**config.mk**
```make
export PLATFORM = sky130hd
export DESIGN_NAME = decode_issue
export DESIGN_NICKNAME = d
export VERILOG_FILES = /design/src/rtl/decode_issue_pkg.sv /design/src/rtl/decode_issue_scoreboard.sv /design/src/rtl/decode_issue.sv
export SDC_FILE = /design/constraint.sdc
export NUM_CORES = 1
export LEC_CHECK = 0
export BUFFER_PORTS_ARGS = -buffer_cell sky130_fd_sc_hd__clkbuf_2
export CORE_MARGIN = 3
export CORE_UTILIZATION = 52
export DETAILED_ROUTE_END_ITERATION = 10
export PLACE_DENSITY = 0.95
export SKIP_LAST_GASP = 1
export SLEW_MARGIN = 20
export SYNTH_ARGS = -nofsm -noshare
export SYNTH_HDL_FRONTEND = slang
export SYNTH_SLANG_ARGS = --single-unit
```
**constraint.sdc**
```tcl
create_clock -name clk -period 4.6 [get_ports clk]
set_input_delay 0.92 -clock clk [delete_from_list [all_inputs] [get_ports clk]]
set_output_delay 0.92 -clock clk [all_outputs]
set_load 0.01 [all_outputs]
```
**src/rtl/decode_issue_pkg.sv**
```systemverilog
// Shared decode definitions: opcode values, instruction field positions and
// op-class predicates used by the issue stage.
package decode_issue_pkg;

  localparam int OP_HI   = 15;
  localparam int OP_LO   = 12;
  localparam int DST_HI  = 11;
  localparam int DST_LO  = 9;
  localparam int SRC1_HI = 8;
  localparam int SRC1_LO = 6;
  localparam int SRC2_HI = 5;
  localparam int SRC2_LO = 3;
  localparam int IMM_HI  = 5;
  localparam int IMM_LO  = 0;
  localparam int IMM_W   = 6;
  localparam int NREGS   = 8;

  typedef enum logic [3:0] {
    OP_NOP  = 4'd0,
    OP_ADD  = 4'd1,
    OP_SUB  = 4'd2,
    OP_AND  = 4'd3,
    OP_OR   = 4'd4,
    OP_XOR  = 4'd5,
    OP_ADDI = 4'd6,
    OP_LD   = 4'd7,
    OP_ST   = 4'd8,
    OP_BEQ  = 4'd9
  } op_e;

  // Opcodes 10..15 are reserved and behave exactly like NOP.
  function automatic op_e decode_op(input logic [3:0] raw);
    if (raw <= 4'd9) return op_e'(raw);
    return OP_NOP;
  endfunction

  function automatic logic uses_src1(input op_e op);
    return (op != OP_NOP);
  endfunction

  function automatic logic uses_src2(input op_e op);
    case (op)
      OP_ADD, OP_SUB, OP_AND, OP_OR, OP_XOR, OP_ST, OP_BEQ: return 1'b1;
      default:                                              return 1'b0;
    endcase
  endfunction

  function automatic logic writes_dst(input op_e op);
    case (op)
      OP_ADD, OP_SUB, OP_AND, OP_OR, OP_XOR, OP_ADDI, OP_LD: return 1'b1;
      default:                                               return 1'b0;
    endcase
  endfunction

  function automatic logic has_imm(input op_e op);
    case (op)
      OP_ADDI, OP_LD, OP_ST, OP_BEQ: return 1'b1;
      default:                       return 1'b0;
    endcase
  endfunction

endpackage

```
**src/rtl/decode_issue_scoreboard.sv**
```systemverilog
// Pending-write scoreboard: one busy bit per register. An issue sets the
// destination bit, a writeback clears its bit, and a set wins when both
// target the same register in the same cycle.
module scoreboard
  import decode_issue_pkg::*;
(
  input  logic             clk,
  input  logic             rst,
  input  logic             set_en,
  input  logic [2:0]       set_addr,
  input  logic             clr_en,
  input  logic [2:0]       clr_addr,
  output logic [NREGS-1:0] busy
);

  logic [NREGS-1:0] set_mask;
  logic [NREGS-1:0] clr_mask;

  // One-hot masks for the register being claimed and the one being released
  always_comb begin
    set_mask = '0;
    clr_mask = '0;
    if (set_en) set_mask[set_addr] = 1'b1;
    if (clr_en) clr_mask[clr_addr] = 1'b1;
  end

  // Clear first, then set, so a same-cycle set on the same bit survives
  always_ff @(posedge clk) begin
    if (rst) busy <= '0;
    else     busy <= (busy & ~clr_mask) | set_mask;
  end

endmodule

```
**src/rtl/decode_issue.sv**
```systemverilog
// Decode and issue stage: splits the instruction word, reads operands from
// an external register file (with writeback bypass), stalls on scoreboard
// hazards and presents a registered issue bundle behind a valid/ready pair.
module decode_issue #(
  parameter int DATA_W = 8
) (
  input  logic              clk,
  input  logic              rst,
  input  logic              in_valid,
  output logic              in_ready,
  input  logic [15:0]       in_instr,
  output logic [2:0]        S1,
  output logic [2:0]        S2,
  input  logic [DATA_W-1:0] V1,
  input  logic [DATA_W-1:0] V2,
  input  logic              wb_en,
  input  logic [2:0]        wb_addr,
  input  logic [DATA_W-1:0] wb_data,
  output logic              out_valid,
  input  logic              out_ready,
  output logic [3:0]        out_op,
  output logic [2:0]        out_dst,
  output logic              out_wr,
  output logic [DATA_W-1:0] out_a,
  output logic [DATA_W-1:0] out_b,
  output logic [DATA_W-1:0] out_imm,
  output logic [7:0]        busy
);

  import decode_issue_pkg::*;

  op_e                      op_p0;
  logic [2:0]               dst_p0;
  logic [2:0]               src1_p0;
  logic [2:0]               src2_p0;
  logic signed [IMM_W-1:0]  imm6_p0;
  logic                     u1_p0, u2_p0, wr_p0, imm_en_p0;
  logic                     fwd1_p0, fwd2_p0, fwdd_p0;
  logic                     hazard_p0;
  logic                     issue_p0;
  logic signed [DATA_W-1:0] imm_p0;
  logic [DATA_W-1:0]        a_p0, b_p0;

  // Sign extension of the 6-bit immediate to the datapath width
  function automatic logic signed [DATA_W-1:0] sext_imm(input logic signed [IMM_W-1:0] v);
    return {{(DATA_W-IMM_W){v[IMM_W-1]}}, v};
  endfunction

  assign S1 = in_instr[SRC1_HI:SRC1_LO];
  assign S2 = in_instr[SRC2_HI:SRC2_LO];

  // Stage p0: decode, hazard check and operand selection (combinational)
  always_comb begin
    op_p0     = decode_op(in_instr[OP_HI:OP_LO]);
    dst_p0    = in_instr[DST_HI:DST_LO];
    src1_p0   = in_instr[SRC1_HI:SRC1_LO];
    src2_p0   = in_instr[SRC2_HI:SRC2_LO];
    imm6_p0   = in_instr[IMM_HI:IMM_LO];
    u1_p0     = uses_src1(op_p0);
    u2_p0     = uses_src2(op_p0);
    wr_p0     = writes_dst(op_p0);
    imm_en_p0 = has_imm(op_p0);
    fwd1_p0   = wb_en && (wb_addr == src1_p0);
    fwd2_p0   = wb_en && (wb_addr == src2_p0);
    fwdd_p0   = wb_en && (wb_addr == dst_p0);
    // A writeback landing this cycle resolves the matching pending write
    hazard_p0 = (u1_p0 && busy[src1_p0] && !fwd1_p0) ||
                (u2_p0 && busy[src2_p0] && !fwd2_p0) ||
                (wr_p0 && busy[dst_p0]  && !fwdd_p0);
    in_ready  = !hazard_p0 && (!out_valid || out_ready);
    issue_p0  = in_valid && in_ready;
    imm_p0    = imm_en_p0 ? sext_imm(imm6_p0) : '0;
    a_p0      = '0;
    b_p0      = '0;
    if (u1_p0) a_p0 = fwd1_p0 ? wb_data : V1;
    if (u2_p0) b_p0 = fwd2_p0 ? wb_data : V2;
  end

  // Stage p0 -> output: issue bundle and its valid, held while stalled downstream
  always_ff @(posedge clk) begin
    if (rst) begin
      out_valid <= 1'b0;
      out_op    <= '0;
      out_dst   <= '0;
      out_wr    <= 1'b0;
      out_a     <= '0;
      out_b     <= '0;
      out_imm   <= '0;
    end else if (issue_p0) begin
      out_valid <= 1'b1;
      out_op    <= op_p0;
      out_dst   <= wr_p0 ? dst_p0 : 3'd0;
      out_wr    <= wr_p0;
      out_a     <= a_p0;
      out_b     <= b_p0;
      out_imm   <= imm_p0;
    end else if (out_ready) begin
      out_valid <= 1'b0;
    end
  end

  scoreboard u_scoreboard (
    .clk      (clk),
    .rst      (rst),
    .set_en   (issue_p0 && wr_p0),
    .set_addr (dst_p0),
    .clr_en   (wb_en),
    .clr_addr (wb_addr),
    .busy     (busy)
  );

endmodule
```
; ---- Word level (Yosys, flattened, before mapping)
; Index checks and enable logic that the tools add are counted.
[word_totals]
register_bits = 41
inputBits = 48
out_inout_bits = 48
[classes]
magnitude_cmp = 7
eq_ne = 12
n_mux = 26
bitwise = 3
n_reduce_logical = 27
[ops]
columns = operator, n
row1 = $mux 8, 7
row2 = $eq 4x3->1 const B, 4
row3 = $lt 3x4->1 const B, 4
row4 = $logic_and 1x1->1, 14
row5 = $reduce_or 7->1, 2
row6 = $mux 1, 11
row7 = $bmux 1 s3, 3
row8 = $eq 3x3->1, 3
row9 = $and 8x8->8, 1
row10 = $eq 4x2->1 const B, 2
row11 = $eq 4x4->1 const B, 2
row12 = $mux 4, 2
row13 = $not 8->8, 1
row14 = $or 8x8->8, 1
row15 = $demux 1 s3, 2
row16 = $ge 3x1->1 const B, 2
row17 = $logic_not 1->1, 5
row18 = $eq 4x1->1 const B, 1
row19 = $le 4x4->1 const B, 1
row20 = $reduce_bool 4->1, 1
row21 = $reduce_or 4->1, 1
row22 = $logic_or 1x1->1, 3
row23 = $mux 3, 1
row24 = $reduce_bool 2->1, 1

; ---- Depth between registers and ports, before layout
; Gate-level depths: netlist of run 1.
[depth]
ltp_word = 16
mapped_depth = 9

; ---- Cells and area by module
; Synthesis of run 1 repeated with hierarchy kept, for this count alone.
[unflattened]
cells_unflattened = 245
area_unflattened_um2 = 2439.8
[by_module_without_submodules]
columns = module, instances, cells_per_inst, area_per_inst_um2, seq_area_each_um2
row1 = decode_issue, 1, 206, 2038.2, 620.6
row2 = scoreboard, 1, 39, 401.6, 160.2

; ---- Worst setup path before layout of run 1
; OpenSTA, ideal clock, no wires.
[synth_path]
kind = input to output
from = input port in_instr[11]
to = output port in_ready
arrival_time_ns = 2.210
required_ns = 3.680
setup_slack_ns = 1.470
cell_stages = 6
n_path_buf = 1
path_cell_list = clkbuf_1 mux4_2 nor2_1 nand4b_1 nand3_1 a31oi_1
[synth_via]
elab_chain_len = 7
[synth_rtl]
columns = item, line
row1 = "start, declared", decode_issue.sv:11  ; input logic [15:0] in_instr,
row2 = $bmux 1 s3 / $eq 3x3->1 (equally long branches), "decode_issue.sv:69, decode_issue.sv:65"
row3 = $mux 1 (not written as such) / $logic_and 1x1->1 (equally long branches), "decode_issue.sv:69, decode_issue.sv:65"
row4 = $logic_and 1x1->1 / $logic_not 1->1 (equally long branches), decode_issue.sv:69  ; (wr_p0 && busy[dst_p0] && !fwdd_p0);
row5 = $logic_and 1x1->1 *, decode_issue.sv:69
row6 = $logic_or 1x1->1 *, decode_issue.sv:68  ; (u2_p0 && busy[src2_p0] && !fwd2_p0) ||
row7 = $logic_not 1->1 *, decode_issue.sv:70  ; in_ready = !hazard_p0 && (!out_valid || out_ready);
row8 = $logic_and 1x1->1 *, decode_issue.sv:70
row9 = "end, declared", decode_issue.sv:10  ; output logic in_ready,
; Every way passes the cells marked *; elsewhere a longest branch is shown, timed or not. The select of a mux whose other input is x is not followed.

; ---- Final worst setup path of run 1
[layout_path]
from = input port in_instr[8]
to = output port in_ready
[layout_via]
elab_chain_len = 8
[layout_rtl]
columns = item, line
row1 = $bmux 1 s3 / $eq 3x3->1 (equally long branches), "decode_issue.sv:67, decode_issue.sv:63"
row2 = $mux 1 (not written as such) / $logic_and 1x1->1 (equally long branches), "decode_issue.sv:67, decode_issue.sv:63"
row3 = $logic_and 1x1->1 / $logic_not 1->1 (equally long branches), decode_issue.sv:67  ; hazard_p0 = (u1_p0 && busy[src1_p0] && !fwd1_p0) ||
row4 = $logic_and 1x1->1 *, decode_issue.sv:67
row5 = $logic_or 1x1->1 *, decode_issue.sv:67
row6 = $logic_or 1x1->1 *, decode_issue.sv:68
row7 = $logic_not 1->1 *, decode_issue.sv:70
row8 = $logic_and 1x1->1 *, decode_issue.sv:70
; Marked as above.

==> flow_summary.yaml, run 1 <==
layout:
  multiInputGateArea_um2: 1360
  layout_commonest_cell: "clkbuf_2"
  seq_area_um2: 781
  fin_nets: 387
  final_cell_mix: "clkbuf_2 (95), nand2_1 (44), dfxtp_1 (39), mux2i_1 (34), mux2_2 (19)"
  fill_cells: 323
  syn_to_final_growth_pct: 24.8
  diodes: 0
  drive_gt1_share_pct: 37.6
  fin_util_pct: 68.9
cts:
  ctsHoldBuffers: 0
  cts_resized: 0
  path_clk_slew_ns: 0.07
  cts_tree: "built"
  post_cts_buffers: 0
  root_buffer: "clkbuf_8"
  clk_latency_ns: 0.30
  cts_buffer_depth: 2
  cts.sinks: 39
  cts-htree-levels: 2
  cts_made_buffers: 5
logic_synthesis:
  yosysWarnings: 0
  synth_top_area_share_pct: 34.3
  synth.distinct_cells: 30
  syn_inst: 259
  synth_top_flop_cell: "dfxtp_1"
  avgSynthCellArea_um2: 8.78
  synth_area_um2: 2270
  synth_fp_nets: 307
  ys_ff_latch: 39
  synth_top_cell_by_area: "dfxtp_1"
  synth_edf_count: 0
  synth_area_leaders: "dfxtp_1 (34%), mux2i_1 (15%), mux2_2 (9.4%)"
  async_flop_share_pct: 0
  ys_seq_area_share_pct: 34.3
timing:
  layout_min_cycle_time_ns: 3.42
  report.final.slew_viol_count: 0
  rsz0062_at_grt: "false"
  setup_viol: 0
  worstMarginPinSlew_ns: 0.699
  finalCritPeriodShare_pct: 74.4
  finalHoldViolCount: 0
  clock.fmax_mhz: 292
  relSlewSlack_pct: 53.3
  skew_ns: 0.00786
  fin_setup_tns_ns: 0
global_route:
  grt_max_degree: 36
  grt.total_usage_pct: 23.6
  grt_pass1_vias: 2023
  grt.overflow.total: 0
  antenna_found_initial: 0
  grt_pass1_wl_mm: 9.52
floorplan:
  io_pins: 96
  die_h_um: 72.1
  num_rows: 23
  die_area_um2: 5200
  initial_utilization_pct: 55.2
  dieWidth_um: 72.1
  core_um2: 4120
routing:
  antenna_left: 0
  wl_per_cell_um: 15.6
  vias_per_cell: 5.76
  drtPass1Iterations: 5
  drt_iter0_drc: 126
  drc: 0
  num_vias: 2245
  wl_mm: 6.10
setup_path:
  worst_path_most_repeated_cell: "clkbuf_2"
  crit_path_start_kind: "input port"
  crit_required_ns: 3.68
  cp_slowest_stage_delay_ns: 0.47
  crit_chain: "clkbuf_2, xnor2_1, nand4_1, nand4b_1, nand3_1, a31oi_1, clkbuf_2"
  cp_data_arrival_time_ns: 2.50
  path_max_fanout: 9
  criticalPathCategory: "input port to output pin"
  r2r_cells: 6
  crit_slowest_cell: "nand4_1"
  crit_path_end_kind: "output pin"
flow_run:
  drv_cap: 0
power:
  clkPwrFrac_pct: 38.7
  p_switching_mw: 0.219
  p_seq_share_pct: 41.9
  switching_share_pct: 25.3
  leakage_nw: 1.38
  p_int_mw: 0.645
  vdd.ir_drop.worst_mv: 0.250
  p_comb_share_pct: 19.5
  p_per_area_nw_per_um2: 304
min_path:
  hp-class: "flip-flop to flip-flop"
  min_path_cells: 2
placed_design:
  hpwl_mm: 4.74
  routabilityCongestion: 0.965
  port_buffers: 95
run_status:
  outcome: "complete, no violations"
==> per-stage QoR <==
step           area [µm²]  std cells  power [mW]  setup slack [ns]  hold slack, ns
6_report             2840        390       0.863              1.18           0.462
5_1_grt              2840        390       0.900              1.06           0.490
4_1_cts              2840        390       0.867              1.24           0.465
3_5_place_dp         2700        382       0.536              1.20           0.454
3_3_place_gp         2700        382       0.531              1.30           0.447
2_1_floorplan        2270        259       0.477              1.47           0.482
==> Yosys cell counts, types with 3 or more instances <==
cell type / instances
mux2i_1: 34
nor2_1: 15
xnor2_1: 9
mux4_2: 3
nand4_1: 5
buf_4: 8
nor2b_1: 14
o21ai_0: 10
nand2_1: 44
dfxtp_1: 39
nand3b_1: 3
o211ai_1: 6
nand2b_1: 4
mux2_2: 19
clkbuf_1: 12
buf_2: 3
nand3_1: 13
==> per-layer routing <==
layer	vias to the layer above	part of all wire (%)	GRT usage [%]
met5	-	0	0
met2	144	47	40.2
li1	1058	-	-
met3	12	12	6.37
met4	0	1.6	9.19
met1	1031	39	28.2
==> registers in the layout, summed over array words and instances, names as in the netlist <==
register           flops
out_a                  8
out_b                  8
out_dst                3
out_imm                6
out_op                 4
out_valid              1
out_wr                 1
u_scoreboard.busy      8
==> power by group through the flow <==
| stage | combinational (mW) | clock [mW] | sequential [mW] |
|---|---|---|---|
| finish | 0.168 | 0.334 | 0.362 |
| global placement | 0.163 | 0 | 0.369 |
| detailed placement | 0.167 | 0 | 0.369 |
| floorplan | 0.102 | 0 | 0.374 |
| CTS | 0.167 | 0.338 | 0.361 |
| global route | 0.182 | 0.355 | 0.363 |
==> area by class of cell <==
| cell class | instances | area share [%] |
|---|---|---|
| clock buffers | 6 | 2.56 |
| flip-flops and latches | 39 | 27.5 |
| clock inverters | 2 | 2.12 |
| well taps | 50 | 2.21 |
| repair buffers | 98 | 17.6 |
| multi-input cells | 194 | 47.9 |
| inverters | 1 | 0.132 |
==> logic make-up (layout without fill, tap and decap cells) <==
family,Yosys count,count (layout),share of synthesized area [%]
and+or+nand+nor,104,104,21.7
AOI/OAI and AO/OA,25,25,6.99
buffers and inverters,26,107,6.11
DFF,39,39,34.3
xor gates and xnor gates,9,9,3.47
muxes,56,56,27.4
==> worst paths after layout <==
check	from	to	slack, ns
setup reg to reg	u_scoreboard.busy[7]	out_a[4]	2.09
hold / removal	out_imm[2]	out_imm[2]	0.46
hold reg to reg	out_imm[2]	out_imm[2]	0.46
setup / recovery	in_instr[8]	in_ready	1.18
==> critical path: cells and delay by family <==
| family | cells | cell delay [ns] |
|---|---|---|
| simple gates | 3 | 0.92 |
| buf+inv | 2 | 0.31 |
| xor+xnor | 1 | 0.19 |
| compound gates | 1 | 0.16 |
Note: power is estimated with default switching activity, not from simulation.
==> run 2, diff against run 1 <==
- CORE_UTILIZATION: 52 -> 48
- PLACE_DENSITY: 0.95 -> 0.9
- clock period: 4.6 -> 3.5 ns (I/O delays scaled with it)
==> flow_summary.yaml, run 2 (synthesized netlist as in run 1, its figures left out) <==
run_status:
  outcome: "complete, no violations"
power:
  vdd.ir_drop.worst_mv: 0.257
  leakage_nw: 1.38
  p_per_area_nw_per_um2: 378
cts:
  cts-htree-levels: 2
  ctsHoldBuffers: 0
  cts_buffer_depth: 2
  post_cts_buffers: 0
  cts_tree: "built"
  cts.sinks: 39
  cts_resized: 0
  root_buffer: "clkbuf_8"
  cts_made_buffers: 5
  clk_latency_ns: 0.29
  path_clk_slew_ns: 0.08
setup_path:
  crit_slowest_cell: "mux4_2"
  cp_num_buf_inv: 2
  crit_required_ns: 2.80
  r2r-start: "u_scoreboard.busy[2]"
  crit_chain: "clkbuf_2, mux4_2, nor2_1, nand4b_1, nand3_1, a31oi_1, clkbuf_2"
  r2r_cells: 6
  r2r_end: "out_b[7]"
  path_max_fanout: 9
  worst_path_most_repeated_cell: "clkbuf_2"
  cp_data_arrival_time_ns: 2.05
  criticalPathCategory: "input port to output pin"
  critical-path-top-delay-family: "multiplexers"
  cp_slowest_stage_delay_ns: 0.51
  rrSetupSlack_ns: 1.29
  crit_path_end_kind: "output pin"
  crit_path_start_kind: "input port"
layout:
  final_cell_mix: "clkbuf_2 (95), nand2_1 (44), dfxtp_1 (39), mux2i_1 (34), mux2_2 (19)"
  syn_to_final_growth_pct: 24.3
  fin_util_pct: 63.2
  largestRegisters: "out_a (8), out_b (8), u_scoreboard.busy (8)"
  fin_nets: 388
  layout_commonest_cell: "clkbuf_2"
  drive_gt1_share_pct: 38.1
  diodes: 0
  final_cell_area_um2: 2830
floorplan:
  die_area_um2: 5600
  die_h_um: 74.8
  num_rows: 24
  io_pins: 96
  dieWidth_um: 74.8
  initial_utilization_pct: 50.8
  core_um2: 4470
routing:
  num_vias: 2209
  drtPass1Iterations: 4
  antenna_left: 0
  wl_per_cell_um: 15.2
  vias_per_cell: 5.62
  drc: 0
  drt_iter0_drc: 255
  wl_mm: 5.99
placed_design:
  routabilityCongestion: 0.919
  hpwl_mm: 4.52
  placedInstanceArea_um2: 2710
  port_buffers: 95
global_route:
  grt_pass1_vias: 1969
  grt.total_usage_pct: 21.5
  grt.overflow.total: 0
  grt_pass1_wl_mm: 9.14
  grt_max_degree: 40
  antenna_found_initial: 0
timing:
  relSlewSlack_pct: 59.5
  fin_setup_tns_ns: 0
  skew_ns: 0.0108
  setup_viol: 0
  report.final.slew_viol_count: 0
  worstMarginPinSlew_ns: 0.606
  rsz0062_at_grt: "false"
  layout_min_cycle_time_ns: 2.75
  hold_slack_ns: 0.463
  finalCritPeriodShare_pct: 78.6
  clock.fmax_mhz: 364
  finalHoldViolCount: 0
min_path:
  min_to: "out_imm[1]"
  min_path_cells: 2
  hp-class: "flip-flop to flip-flop"
  hp-start: "out_imm[1]"
flow_run:
  drv_cap: 0
## run 2: cell count changes in the layout (fill, tap and decap cells not counted)
cell       change
buf_4          +1
clkinv_4       +1
bufinv_16      -1
clkbuf_1       -1
clkinv_2       +1
## run 2: worst max path at each step
stage | from | to | slack (ns) | cells after the start
after floorplan | in_instr[11] | in_ready | 0.81 | 6
after global placement | in_instr[13] | in_ready | 0.80 | 7
after detailed placement | in_instr[5] | out_b[7] | 0.75 | 7
after CTS | in_instr[11] | in_ready | 0.76 | 7
after global routing | in_instr[11] | in_ready | 0.64 | 7
final | in_instr[11] | in_ready | 0.75 | 7
## run 2: cell type report
| type | count | area [µm²] |
|---|---|---|
| clock buffers | 5 | 68.8 |
| clock inverters | 3 | 43.8 |
| fillers | 372 | 1650 |
| inverters | 1 | 3.75 |
| multi-input cells | 194 | 1360 |
| flip-flops and latches | 39 | 781 |
| well taps | 52 | 65.1 |
| repair buffers | 99 | 505 |
## run 2: metrics by stage
stage               power, mW  setup slack [ns]  instances
floorplan               0.626             0.810        259
detailed placement      0.705             0.752        385
finish                   1.07             0.750        393
global route             1.12             0.644        393
CTS                      1.08             0.764        393
global placement        0.699             0.799        385
## run 2: report_power, final
group	leakage, nW	switching [mW]	internal [mW]	total [mW]
combinational	1.00	0.122	0.0990	0.221
clock	0.0581	0.162	0.212	0.374
sequential	0.317	0.0115	0.463	0.474
## run 2: worst reg2reg max path: stages (launching register included)
cell	delay [ns]
dfxtp_1	0.38
mux4_2	0.47
mux2_2	0.28
a31oi_1	0.22
nand3_2	0.09
buf_4	0.30
mux2_2	0.36
## run 2: per-layer routing
layer  wire length [µm]  global-route usage [%]  up-vias
li1                   -                       -     1062
met1               2450                    26.1     1014
met2               2870                    37.4      125
met3                593                    5.61        8
met4                 77                    5.93        0
met5                  0                       0        -
